===== src/rtl/vic_pkg.sv =====
// Shared defaults and FSM state type for the vectored interrupt dispatcher.
package vic_pkg;

    localparam int unsigned VIC_N_SRC  = 31;
    localparam int unsigned VIC_ADDR_W = 5;

    typedef enum logic [1:0] {
        ST_IDLE    = 2'd0,
        ST_REQ     = 2'd1,
        ST_SERVICE = 2'd2
    } vic_state_t;

endpackage


===== src/rtl/vic_prio_enc.sv =====
// Lowest-index-wins priority encoder with a valid flag.
module vic_prio_enc #(
    parameter int unsigned N_SRC  = 31,
    parameter int unsigned ADDR_W = 5
) (
    input  logic [N_SRC-1:0]  i_vec,
    output logic [ADDR_W-1:0] o_idx,
    output logic              o_vld
);

    // Scan from the top so the lowest set index is the last one written.
    always_comb begin
        o_idx = '0;
        o_vld = 1'b0;
        for (int i = int'(N_SRC) - 1; i >= 0; i--) begin
            if (i_vec[i]) begin
                o_idx = ADDR_W'(i);
                o_vld = 1'b1;
            end
        end
    end

endmodule


===== src/rtl/vic_dispatch.sv =====
// Vectored interrupt dispatcher: picks the lowest eligible source, requests the
// CPU, tracks in-service sources through ACK/EOI and flags spurious handshakes.
// Optional macro VIC_NEST_EN enables preemption of a running service by a
// lower-index (higher-priority) source.
module vic_dispatch
    import vic_pkg::*;
#(
    parameter int unsigned N_SRC  = VIC_N_SRC,
    parameter int unsigned ADDR_W = VIC_ADDR_W
) (
    input  logic              i_clk,
    input  logic              i_rst,
    input  logic              i_en,
    input  logic [N_SRC-1:0]  i_pend,
    input  logic [N_SRC-1:0]  i_mask,
    input  logic              i_ack,
    input  logic              i_eoi,
    output logic              o_irq,
    output logic [ADDR_W-1:0] o_irq_addr,
    output logic [N_SRC-1:0]  o_clr,
    output logic              o_spur
);

    vic_state_t        r_state;
    logic              r_irq;
    logic [ADDR_W-1:0] r_addr;
    logic [N_SRC-1:0]  r_clr;
    logic              r_spur;
    logic [N_SRC-1:0]  r_insvc;

    logic [N_SRC-1:0]  w_elig;
    logic [ADDR_W-1:0] w_elig_idx;
    logic              w_elig_vld;
    logic [ADDR_W-1:0] w_insvc_idx;
    logic              w_insvc_vld;
    logic [N_SRC-1:0]  w_insvc_rest;
    logic [N_SRC-1:0]  w_addr_oh;
    logic              w_preempt;

    // Lowest set index of an arbitrary vector, used for the post-EOI vector.
    function automatic logic [ADDR_W-1:0] f_lowest(input logic [N_SRC-1:0] v);
        f_lowest = '0;
        for (int i = int'(N_SRC) - 1; i >= 0; i--) begin
            if (v[i]) f_lowest = ADDR_W'(i);
        end
    endfunction

    assign w_elig       = i_pend & ~i_mask;
    assign w_insvc_rest = r_insvc & (r_insvc - N_SRC'(1));
    assign w_addr_oh    = N_SRC'(1) << r_addr;

    vic_prio_enc #(.N_SRC(N_SRC), .ADDR_W(ADDR_W)) u_enc_elig (
        .i_vec (w_elig),
        .o_idx (w_elig_idx),
        .o_vld (w_elig_vld)
    );

    vic_prio_enc #(.N_SRC(N_SRC), .ADDR_W(ADDR_W)) u_enc_insvc (
        .i_vec (r_insvc),
        .o_idx (w_insvc_idx),
        .o_vld (w_insvc_vld)
    );

`ifdef VIC_NEST_EN
    // A strictly higher-priority eligible source interrupts the running service.
    assign w_preempt = i_en && w_elig_vld && (w_elig_idx < w_insvc_idx);
`else
    assign w_preempt = 1'b0;
`endif

    // Dispatch FSM with registered request, vector, clear and spurious outputs.
    always_ff @(posedge i_clk) begin
        if (i_rst) begin
            r_state <= ST_IDLE;
            r_irq   <= 1'b0;
            r_addr  <= '0;
            r_clr   <= '0;
            r_spur  <= 1'b0;
            r_insvc <= '0;
        end else begin
            r_clr  <= '0;
            r_spur <= 1'b0;
            case (r_state)
                ST_IDLE: begin
                    if (i_ack || i_eoi) r_spur <= 1'b1;
                    if (i_en && w_elig_vld) begin
                        r_addr  <= w_elig_idx;
                        r_irq   <= 1'b1;
                        r_state <= ST_REQ;
                    end
                end
                ST_REQ: begin
                    if (i_eoi) r_spur <= 1'b1;
                    if (i_ack) begin
                        r_clr   <= w_addr_oh;
                        r_insvc <= r_insvc | w_addr_oh;
                        r_irq   <= 1'b0;
                        r_state <= ST_SERVICE;
                    end else if (!i_en) begin
                        // A withdrawn preemption falls back to the interrupted service.
                        r_irq <= 1'b0;
                        if (w_insvc_vld) begin
                            r_addr  <= w_insvc_idx;
                            r_state <= ST_SERVICE;
                        end else begin
                            r_state <= ST_IDLE;
                        end
                    end
                end
                ST_SERVICE: begin
                    if (i_ack) r_spur <= 1'b1;
                    if (i_eoi) begin
                        r_insvc <= w_insvc_rest;
                        if (|w_insvc_rest) r_addr  <= f_lowest(w_insvc_rest);
                        else               r_state <= ST_IDLE;
                    end else if (w_preempt) begin
                        r_addr  <= w_elig_idx;
                        r_irq   <= 1'b1;
                        r_state <= ST_REQ;
                    end
                end
                default: r_state <= ST_IDLE;
            endcase
        end
    end

    assign o_irq      = r_irq;
    assign o_irq_addr = r_addr;
    assign o_clr      = r_clr;
    assign o_spur     = r_spur;

endmodule


===== config.mk =====
export PLATFORM = sky130hd
export DESIGN_NAME = vic_dispatch
export DESIGN_NICKNAME = d
export VERILOG_FILES = /design/src/rtl/vic_pkg.sv /design/src/rtl/vic_prio_enc.sv /design/src/rtl/vic_dispatch.sv
export SDC_FILE = /design/constraint.sdc
export NUM_CORES = 1
export LEC_CHECK = 0
export BUFFER_PORTS_ARGS = -buffer_cell sky130_fd_sc_hd__buf_2
export CAP_MARGIN = 20
export CORE_MARGIN = 2
export CORE_UTILIZATION = 40
export DETAILED_ROUTE_END_ITERATION = 6
export PLACE_DENSITY = 0.6
export SLEW_MARGIN = 15
export SYNTH_ARGS = -nofsm -noshare
export SYNTH_HDL_FRONTEND = slang
export SYNTH_SLANG_ARGS = --single-unit
export TNS_END_PERCENT = 20

===== constraint.sdc =====
create_clock -name i_clk -period 3.6 [get_ports i_clk]
set_input_delay 0 -clock i_clk [delete_from_list [all_inputs] [get_ports i_clk]]
set_output_delay 0 -clock i_clk [all_outputs]
set_load 0.005 [all_outputs]

==> results of run 1 <==
-- area by class of cell --
type                    instances  area [um^2]  share of cell area
clock inverters                 7         77.6              0.0136
inverters                      16         60.1              0.0105
multi-input cells             500         3030               0.530
clock buffers                   9          225              0.0395
well taps                     143          179              0.0313
flip-flops and latches         71         1420               0.249
diodes                          1         2.50            0.000438
repair buffers                130          716               0.125
-- state kept, by name, summed over array words and instances, names as in the netlist --
signal      cells
o_spur          1
r_state         2
o_clr          31
o_irq_addr      5
r_insvc        31
o_irq           1
-- power by group --
part | switching [mW] | internal (mW) | total [mW] | leakage, nW
clock | 0.365 | 0.545 | 0.910 | 0.147
sequential | 0.0976 | 0.826 | 0.924 | 0.574
combinational | 0.625 | 0.392 | 1.02 | 1.71
total | 1.09 | 1.76 | 2.85 | 2.43
-- layer usage --
metal	global-route usage	up-vias	wire, um
met1	0.348	2476	7110
met3	0.0486	25	1380
li1	-	2543	-
met4	0.0691	0	277
met5	0	-	0
met2	0.386	274	6990
-- through the flow --
stage	power, mW	instances	hold WS, ns	instance area [um^2]	util
2_1_floorplan	1.56	624	0.238	4670	-
3_3_place_gp	1.92	860	0.376	5400	0.473
4_1_cts	2.84	876	0.0748	5710	0.500
6_report	2.85	877	0.0786	5710	0.500
5_1_grt	2.99	876	0.0933	5710	0.500
3_5_place_dp	1.93	860	0.376	5400	0.473
-- Yosys cell counts, drive strengths merged (3+ instances only) --
library cell	instances
a2111oi	9
a211oi	12
a21o	8
a21oi	36
a22o	15
a22oi	5
a311oi	3
a31oi	7
and2	3
and3	6
buf	8
clkbuf	29
dfxtp	71
ha	4
inv	16
maj3	4
nand2	53
nand2b	15
nand3	14
nand3b	4
nand4	4
nor2	79
nor2b	31
nor3	25
nor3b	7
nor4	16
o2111ai	3
o211a	3
o211ai	3
o21a	5
o21ai	52
o22ai	3
o311ai	3
o31a	3
o31ai	8
o41ai	5
or2	8
or3	5
or3b	3
or4	8
-- logic make-up (layout without fill, tap and decap cells) --
logic type | after synthesis | in the layout | synth area share
XOR/XNOR | 2 | 2 | 0.00375
AO/OA/AOI/OAI | 204 | 204 | 0.307
buffers and inverters | 53 | 162 | 0.0482
flip-flops | 71 | 71 | 0.304
other | 0 | 1 | 0
AND/OR/NAND/NOR | 286 | 286 | 0.318
adder cells (fa/ha/maj) | 8 | 8 | 0.0195
-- path summary, 6_finish.rpt --
check / from / endpoint / slack [ns]
max: r_insvc[5]$_SDFFE_PP0P_ / r_state[0]$_SDFFE_PP0P_ / 0.41
min reg2reg: o_irq$_SDFFE_PP0P_ / o_irq$_SDFFE_PP0P_ / 0.50
max reg2reg: r_insvc[5]$_SDFFE_PP0P_ / r_state[0]$_SDFFE_PP0P_ / 0.41
min: i_eoi / o_spur$_SDFF_PP0_ / 0.08
-- worst max-delay path, delay by kind of cell, from the launching register on --
family,cells,cell delay [ns]
flip-flops,1,0.39
AND/OR/NAND/NOR,3,1.55
AO/OA/AOI/OAI,5,1.12
==> impl_results.md, run 1 <==
- Core ar.: 0.0114 mm^2
- Die X: 112 um
- Crit Path Class: reg -> reg
- Total Routing Usage GR: 0.247
- Final Max Slew Viols: 0
- Crit. End Element: flop
- Highest clock rate: 313 MHz
- Pre-CTS setup slack: 0.445 ns
- Unique masters post-synth: 74
- Share of the synthesized area in the top cell type: 0.304
- First-pass GRT wire length: 25000 um
- Iteration-0 DRC count of the detailed router: 461
- Crit path cell chain: or4_4, or4_4, o41ai_4, nor3b_4, o2111ai_2, o21a_1, o21ai_0, a21oi_1
- Setup TNS: 0 ns
- Final Skew: 0.00934 ns
- Worst setup SP type: flop
- Synthesized Nets: 695
- Via count: 5318
- Share of cells above drive strength 1: 0.232
- Asr flop ratio synth: 0
- Arrival @ worst endpoint: 3.39 ns
- Initial Util: 0.409
- CTS buffer count: 9
- Predominant post-synthesis flop cell: dfxtp_1
- Max_slew headroom: 0.250
- Mapped cell area: 0.00467 mm^2
- Final WS setup: 0.408 ns
- Final Hold Viols: 0
- Final net count: 799
- Post-synth top area cell: dfxtp_1
- # fillers: 1161
- Hold depth: 3
- Synth Register Bits: 71
- Avg Cell Area, Syn: 7.49 um^2
- HP Class: in -> reg
- Total gr overflow: 0
- Rows: 39
- Per-cell routed wire length: 18.0 um
- Largest net degree at the start of global routing: 24
- Crit Path Max Fanout: 10
- Setup violators final: 0
- Worst Path Required: 3.80 ns
- Die Height: 112 um
- Number of synthesized flops with an enable pin: 0
- Most frequent cells in the layout: buf_2 (104), nor2_1 (79), dfxtp_1 (71), nand2_1 (53), o21ai_0 (49)
- Status: complete, no violations
- Critical path's largest stage delay: 0.64 ns
- R2R depth: 8
- # DRC: 0
- Synthesized instance count: 624
- Clock tree buffer depth: 2
- # Max-Cap Violations: 0
- Die area: 0.0126 mm^2
- Clock Pin Slew Worst Setup and Hold Paths: 0.06 ns
- Worst-Margin Slew: 1.12 ns
- Post-DRT Antenna Nets: 0
- WL final: 15800 um
- Commonest non-fill, non-tap cell in the layout: buf_2
- Clock Latency Late Sink: 0.34 ns
- Synth-to-layout area growth: 22.1%
- Crit path time final: 3.19 ns
- Seq/Total Area, Yosys: 0.304
- Most frequent cell on the critical path: or4_4
- RSZ-0062 raised after global routing: no
- Top-Level Pins: 105
- H-Tree Depth: 3
- Clk root buf: clkbuf_16
- Fin crit share: 0.887
- Post-DP HPWL: 12000 um
- Slowest CP cell: or4_4
- Hold buffer count at cts: 0
- Vias per inst: 6.06
- Vias in the first global route: 4833
- Yosys warns: 0
- Initial antenna violation count: 0
- Lkg Pwr: 2.43 nW
- Power per Cell Area: 499 mW/mm^2
- Top cells by area, synth: dfxtp_1 (30%), nor2_1 (6.3%), o21ai_0 (5.2%)
- RD Place Congestion: 0.988
- Setup Buffers After CTS: 0
- Sinks on Clock Net: 71
- Initial DRT Pass Iterations: 7
- Post-CTS Resized: 0
- Peak VDD IR: 0.316 mV
- IO Port Bufs: 104
- CTS tree: yes
Power figures use the tool's default switching activity.
==> run 2, diff against run 1 <==
--- a/config.mk
+++ b/config.mk
@@ -5,12 +5,13 @@
 export SDC_FILE = /design/constraint.sdc
 export NUM_CORES = 1
 export LEC_CHECK = 0
-export BUFFER_PORTS_ARGS = -buffer_cell sky130_fd_sc_hd__buf_2
+export BUFFER_PORTS_ARGS = -buffer_cell sky130_fd_sc_hd__clkbuf_2
 export CAP_MARGIN = 20
 export CORE_MARGIN = 2
 export CORE_UTILIZATION = 40
 export DETAILED_ROUTE_END_ITERATION = 6
 export PLACE_DENSITY = 0.6
+export SKIP_CTS_REPAIR_TIMING = 1
 export SLEW_MARGIN = 15
 export SYNTH_ARGS = -nofsm -noshare
 export SYNTH_HDL_FRONTEND = slang
==> run 2 against run 1 <==
Compared with the run above:
- register-to-register slack worse by 0.12 ns
- die area stayed put
- flip-flop and latch count stayed put
- sequential power hardly changed
- sequential share of layout area is 0.15 points lower
- clock power is 2.2% higher
==> impl_results.md, run 2 (synthesis results as in run 1) <==
- Initial Util: 0.409 (unchanged)
- # DRC: 0 (unchanged)
- Setup TNS: 0 ns (unchanged)
- Share of cells above drive strength 1: 0.237 (+0.00520)
- Setup violators final: 0 (unchanged)
- Fin crit share: 0.919 (+0.0323)
- Clock Latency Late Sink: 0.35 ns (about the same)
- # Max-Cap Violations: 0 (unchanged)
- Delay-heaviest family, CP: compound AO/OA/AOI/OAI gates
- Slowest CP cell: or4_1
- RD Place Congestion: 0.954 (-3.4%)
- H-Tree Depth: 3 (unchanged)
- IO Port Bufs: 104 (unchanged)
- Clock tree buffer depth: 2 (unchanged)
- Top-Level Pins: 105 (unchanged)
- Vias in the first global route: 4970 (+2.8%)
- HP Class: in -> reg
- Total gr overflow: 0 (unchanged)
- Lkg Pwr: 2.43 nW (+0.13%)
- Clock Pin Slew Worst Setup and Hold Paths: 0.07 ns (about the same)
- Final Hold Viols: 0 (unchanged)
- Highest clock rate: 302 MHz (-3.5%)
- Crit path time final: 3.31 ns (+0.116 ns)
- Max_slew headroom: 0.284 (+0.0335)
- Initial antenna violation count: 0 (unchanged)
- Synth-to-layout area growth: 22.9%
- Antenna cells: 0 (-1)
- Commonest non-fill, non-tap cell in the layout: clkbuf_2
- Arrival @ worst endpoint: 3.58 ns (+0.19 ns)
- WHS: 0.0732 ns (-0.00546 ns)
- End-of-flow core utilization: 0.503 (+0.00307)
- Peak VDD IR: 0.403 mV (+27%)
- Power per Cell Area: 501 mW/mm^2 (+0.39%)
- Crit path buf inv count: 2 (+2)
- Worst-Margin Slew: 1.05 ns (-0.0749 ns)
- Most frequent cells in the layout: clkbuf_2 (104), nor2_1 (79), dfxtp_1 (71), nand2_1 (53), o21ai_0 (49)
- Core ar.: 0.0114 mm^2 (unchanged)
- CTS tree: yes
- CTS buffer count: 9 (unchanged)
- Largest net degree at the start of global routing: 24 (unchanged)
- Per-cell routed wire length: 18.7 um (+4.0%)
- Worst Path Required: 3.87 ns (+0.07 ns)
- Final net count: 804 (+0.63%)
- Final Max Slew Viols: 0 (unchanged)
- Via count: 5348 (+0.56%)
- Rows: 39 (unchanged)
- Critical path's largest stage delay: 0.68 ns (+0.04 ns)
- RSZ-0062 raised after global routing: no
- Final Instance Count excl. Fillers: 881 (+0.46%)
- Die X: 112 um (unchanged)
- Die Height: 112 um (unchanged)
- Inst Count DP: 865 (+0.58%)
- Die area: 0.0126 mm^2 (unchanged)
- Crit. End Element: flop
- Final Skew: 0.0110 ns (+0.00163 ns)
- Initial DRT Pass Iterations: 7 (unchanged)
- Total Routing Usage GR: 0.261 (+0.0143)
- Sinks on Clock Net: 71 (unchanged)
- Most frequent cell on the critical path: buf_4
- Crit Path Class: reg -> reg
- Crit path cell chain: or4_1, o31ai_1, a21oi_1, a2111oi_0, buf_4, o21ai_0, buf_4, o211a_1, o311a_1, a211oi_2
- First-pass GRT wire length: 26100 um (+4.4%)
- Worst setup SP type: flop
- Crit Path Max Fanout: 7 (-3)
- Pre-CTS setup slack: 0.391 ns (-0.0546 ns)
- Status: complete, no violations
- Clk root buf: clkbuf_16
- Final WS setup: 0.291 ns (-0.116 ns)
- Post-DRT Antenna Nets: 0 (unchanged)
- Vias per inst: 6.07 (+0.11%)
- Iteration-0 DRC count of the detailed router: 631 (+37%)
- Post-DP HPWL: 12700 um (+5.6%)
- WL final: 16500 um (+4.5%)
## run 2: changes by cell type in the layout (fill, tap and decap cells not counted)
cell / change
clkbuf_2: +104
buf_4: +5
buf_2: -104
diode_2: -1
## run 2: worst reg2reg max path, cell delays in order, from the launching register on
cell	delay, ns
dfxtp_1	0.31
or4_1	0.68
o31ai_1	0.52
a21oi_1	0.08
a2111oi_0	0.63
buf_4	0.23
o21ai_0	0.11
buf_4	0.17
o211a_1	0.16
o311a_1	0.15
a211oi_2	0.21
## run 2: power breakdown
part,switching [mW],internal (mW),leakage [nW]
logic,0.633,0.392,1.71
registers,0.0973,0.826,0.574
clock network,0.385,0.545,0.147
total,1.12,1.76,2.43
## run 2: cell type report
cell class                 instances  area (um^2)
multi-input combinational        500         3030
clock inverter                     7         77.6
inverter                          16         60.1
clock buffer                       9          225
fill                            1136         5680
tap                              143          179
sequential                        71         1420
timing repair buffer             135          753
## run 2: per-layer routing
layer  track usage  part of all wire  vias to the layer above
li1              -                 -                     2545
met4        0.0602             0.011                        0
met3        0.0416             0.083                       18
met2         0.416              0.46                      276
met5             0                 0                        -
met1         0.373              0.45                     2509
## run 2: final timing paths
| path | start | to | slack (ns) | cells past startpoint |
|---|---|---|---|---|
| hold / removal | i_en | o_irq$_SDFFE_PP0P_ | 0.07 | 5 |
| setup / recovery | r_insvc[0]$_SDFFE_PP0P_ | o_irq_addr[0]$_SDFFE_PP0P_ | 0.29 | 10 |
| setup reg to reg | r_insvc[0]$_SDFFE_PP0P_ | o_irq_addr[0]$_SDFFE_PP0P_ | 0.29 | 10 |
| hold reg to reg | o_irq$_SDFFE_PP0P_ | o_irq$_SDFFE_PP0P_ | 0.49 | 2 |
## run 2: per-stage QoR
step | total power [mW] | area (um^2)
2_1_floorplan | 1.56 | 4670
3_3_place_gp | 1.94 | 5440
3_5_place_dp | 1.93 | 5440
4_1_cts | 2.86 | 5740
5_1_grt | 3.01 | 5740
6_report | 2.88 | 5740
==> run 3, diff against run 2 <==
--- a/config.mk
+++ b/config.mk
@@ -11,6 +11,7 @@
 export CORE_UTILIZATION = 40
 export DETAILED_ROUTE_END_ITERATION = 6
 export PLACE_DENSITY = 0.6
+export RECOVER_POWER = 25
 export SKIP_CTS_REPAIR_TIMING = 1
 export SLEW_MARGIN = 15
 export SYNTH_ARGS = -nofsm -noshare
==> run 3 against run 2 <==
Compared with the run above:
- global-route usage did not move
- first-iteration DRC count fell by 5.4%
- final area fell by 0.11%
- final cell count did not move
- clock skew fell by 0.0013 ns
- clock power barely moved
- critical path type unchanged
==> impl_results.md, run 3 (synthesis results as in run 1) <==
- Final Hold Viols: 0 (unchanged)
- Final net count: 804 (unchanged)
- Fin crit share: 0.911 (-0.00765)
- Iteration-0 DRC count of the detailed router: 597 (-5.4%)
- Total Routing Usage GR: 0.261 (unchanged)
- H-Tree Depth: 3 (unchanged)
- Area after DPL: 0.00544 mm^2 (unchanged)
- # DRC: 0 (unchanged)
- Metal3 WL: 1360 um (+0.22%)
- Clock Pin Slew Worst Setup and Hold Paths: 0.07 ns (about the same)
- RSZ-0062 raised after global routing: no
- Antenna cells: 0 (unchanged)
- Min-delay src: i_en
- Per-cell routed wire length: 18.7 um (+0.21%)
- Post-DP HPWL: 12700 um (unchanged)
- Critical path's largest stage delay: 0.68 ns (about the same)
- Share of cells above drive strength 1: 0.230 (-0.00678)
- CTS tree: yes
- Crit path time final: 3.28 ns (-0.0275 ns)
- # Max-Cap Violations: 0 (unchanged)
- Final Instance Area: 0.00574 mm^2 (-0.11%)
- Via count: 5353 (+0.093%)
- Clk root buf: clkbuf_16
- Worst Path Required: 3.87 ns (about the same)
- Worst r2r src: r_insvc[0]$_SDFFE_PP0P_
- Die area: 0.0126 mm^2 (unchanged)
- Top-Level Pins: 105 (unchanged)
- Met1 WL: 7450 um (+0.38%)
- R2r endpoint: o_irq_addr[0]$_SDFFE_PP0P_
- IO Port Bufs: 104 (unchanged)
- Commonest non-fill, non-tap cell in the layout: clkbuf_2
- Slowest CP cell: or4_1
- Synth-to-layout area growth: 22.8%
- Setup violators final: 0 (unchanged)
- Initial Util: 0.409 (unchanged)
- Vias in the first global route: 4970 (unchanged)
- Vias per inst: 6.08 (about the same)
- Register area: 0.00142 mm^2 (unchanged)
- Top Layer Used: met4
- Hold depth: 5 (unchanged)
- Worst Hold Path EP: o_irq$_SDFFE_PP0P_
- Initial antenna violation count: 0 (unchanged)
- Worst-Margin Slew: 1.01 ns (-0.0375 ns)
- WL final: 16500 um (+0.21%)
- End-of-flow core utilization: 0.502 (-0.000548)
- Clock tree buffer depth: 2 (unchanged)
- Max_slew headroom: 0.309 (+0.0256)
- Critical Path Start: r_insvc[0]$_SDFFE_PP0P_
- Most frequent cell on the critical path: buf_4
- Power per Cell Area: 502 mW/mm^2 (about the same)
- HP Class: in -> reg
- Area occupied by multi-input gates: 0.00303 mm^2 (unchanged)
- Setup TNS: 0 ns (unchanged)
- Peak VDD IR: 0.407 mV (+0.99%)
- Crit Path Class: reg -> reg
- Inst Count DP: 865 (unchanged)
- Most frequent cells in the layout: clkbuf_2 (99), nor2_1 (79), dfxtp_1 (71), nand2_1 (53), o21ai_0 (49)
- CTS buffer count: 9 (unchanged)
- Sinks on Clock Net: 71 (unchanged)
- Core ar.: 0.0114 mm^2 (unchanged)
- Rows: 39 (unchanged)
- R2R depth: 10 (unchanged)
- Highest clock rate: 305 MHz (+0.84%)
- # fillers: 1140 (+0.35%)
- Final Max Slew Viols: 0 (unchanged)
- Crit. End Element: flop
- Status: complete, no violations
- Initial DRT Pass Iterations: 7 (unchanged)
- Crit path cell chain: or4_1, o31ai_1, a21oi_1, a2111oi_0, buf_4, o21ai_0, buf_4, o211a_1, o311a_1, a211oi_2
- Arrival @ worst endpoint: 3.55 ns (-0.03 ns)
- First-pass GRT wire length: 26100 um (unchanged)
- Total gr overflow: 0 (unchanged)
- Met2 WL post-DR: 7500 um (about the same)
- Crit Path Max Fanout: 7 (unchanged)
- Post-DRT Antenna Nets: 0 (unchanged)
- Largest net degree at the start of global routing: 24 (unchanged)
- Clock Latency Late Sink: 0.35 ns (about the same)
- Reg2Reg Setup Slack: 0.32 ns (+0.03 ns)
- Die X: 112 um (unchanged)
- RD Place Congestion: 0.954 (unchanged)
- Worst setup SP type: flop
- Die Height: 112 um (unchanged)
- Lkg Pwr: 2.41 nW (-0.71%)
- Final Instance Count excl. Fillers: 881 (unchanged)
- Final Skew: 0.00964 ns (-0.00133 ns)
run 3: cell counts in the layout (fill, tap and decap cells not counted):
Identical to the previous run, type by type.
run 3: area by class of cell:
type | instances | share of cell area
tap | 143 | 0.0312
sequential | 71 | 0.248
clock inverter | 7 | 0.0135
clock buffer | 9 | 0.0393
inverter | 16 | 0.0105
multi-input combinational | 500 | 0.528
timing repair buffer | 135 | 0.130
run 3: routing by layer:
layer	GRT usage	vias to the layer above
met1	0.373	2534
met4	0.0602	0
met3	0.0416	17
li1	-	2548
met2	0.416	254
met5	0	-
run 3: how the worst max path moves through the flow:
stage,to,slack [ns],cells past startpoint
6_report,o_irq_addr[0]$_SDFFE_PP0P_,0.32,10
5_1_grt,o_irq_addr[0]$_SDFFE_PP0P_,0.18,10
3_5_place_dp,o_irq_addr[2]$_SDFFE_PP0P_,0.39,8
3_3_place_gp,o_irq_addr[0]$_SDFFE_PP0P_,0.40,10
2_1_floorplan,o_irq_addr[0]$_SDFFE_PP0P_,0.53,11
4_1_cts,o_irq_addr[2]$_SDFFE_PP0P_,0.39,8
run 3: power breakdown:
group	total (mW)	internal, mW	switching (mW)
logic	1.02	0.392	0.632
registers	0.924	0.826	0.0973
clock network	0.930	0.545	0.385
run 3: critical path, delay by kind of cell, from the launching register on:
family                 cells  cell delay (ns)
AO/OA/AOI/OAI              7             1.83
flip-flops                 1             0.31
buffers and inverters      2             0.40
AND/OR/NAND/NOR            1             0.68
run 3: stage by stage:
stage / hold slack (ns) / total power, mW / setup WS (ns)
6_report: 0.0720 / 2.88 / 0.319
5_1_grt: 0.130 / 3.01 / 0.183
4_1_cts: 0.0585 / 2.86 / 0.385
3_5_place_dp: 0.370 / 1.93 / 0.391
3_3_place_gp: 0.372 / 1.94 / 0.398
2_1_floorplan: 0.238 / 1.56 / 0.534
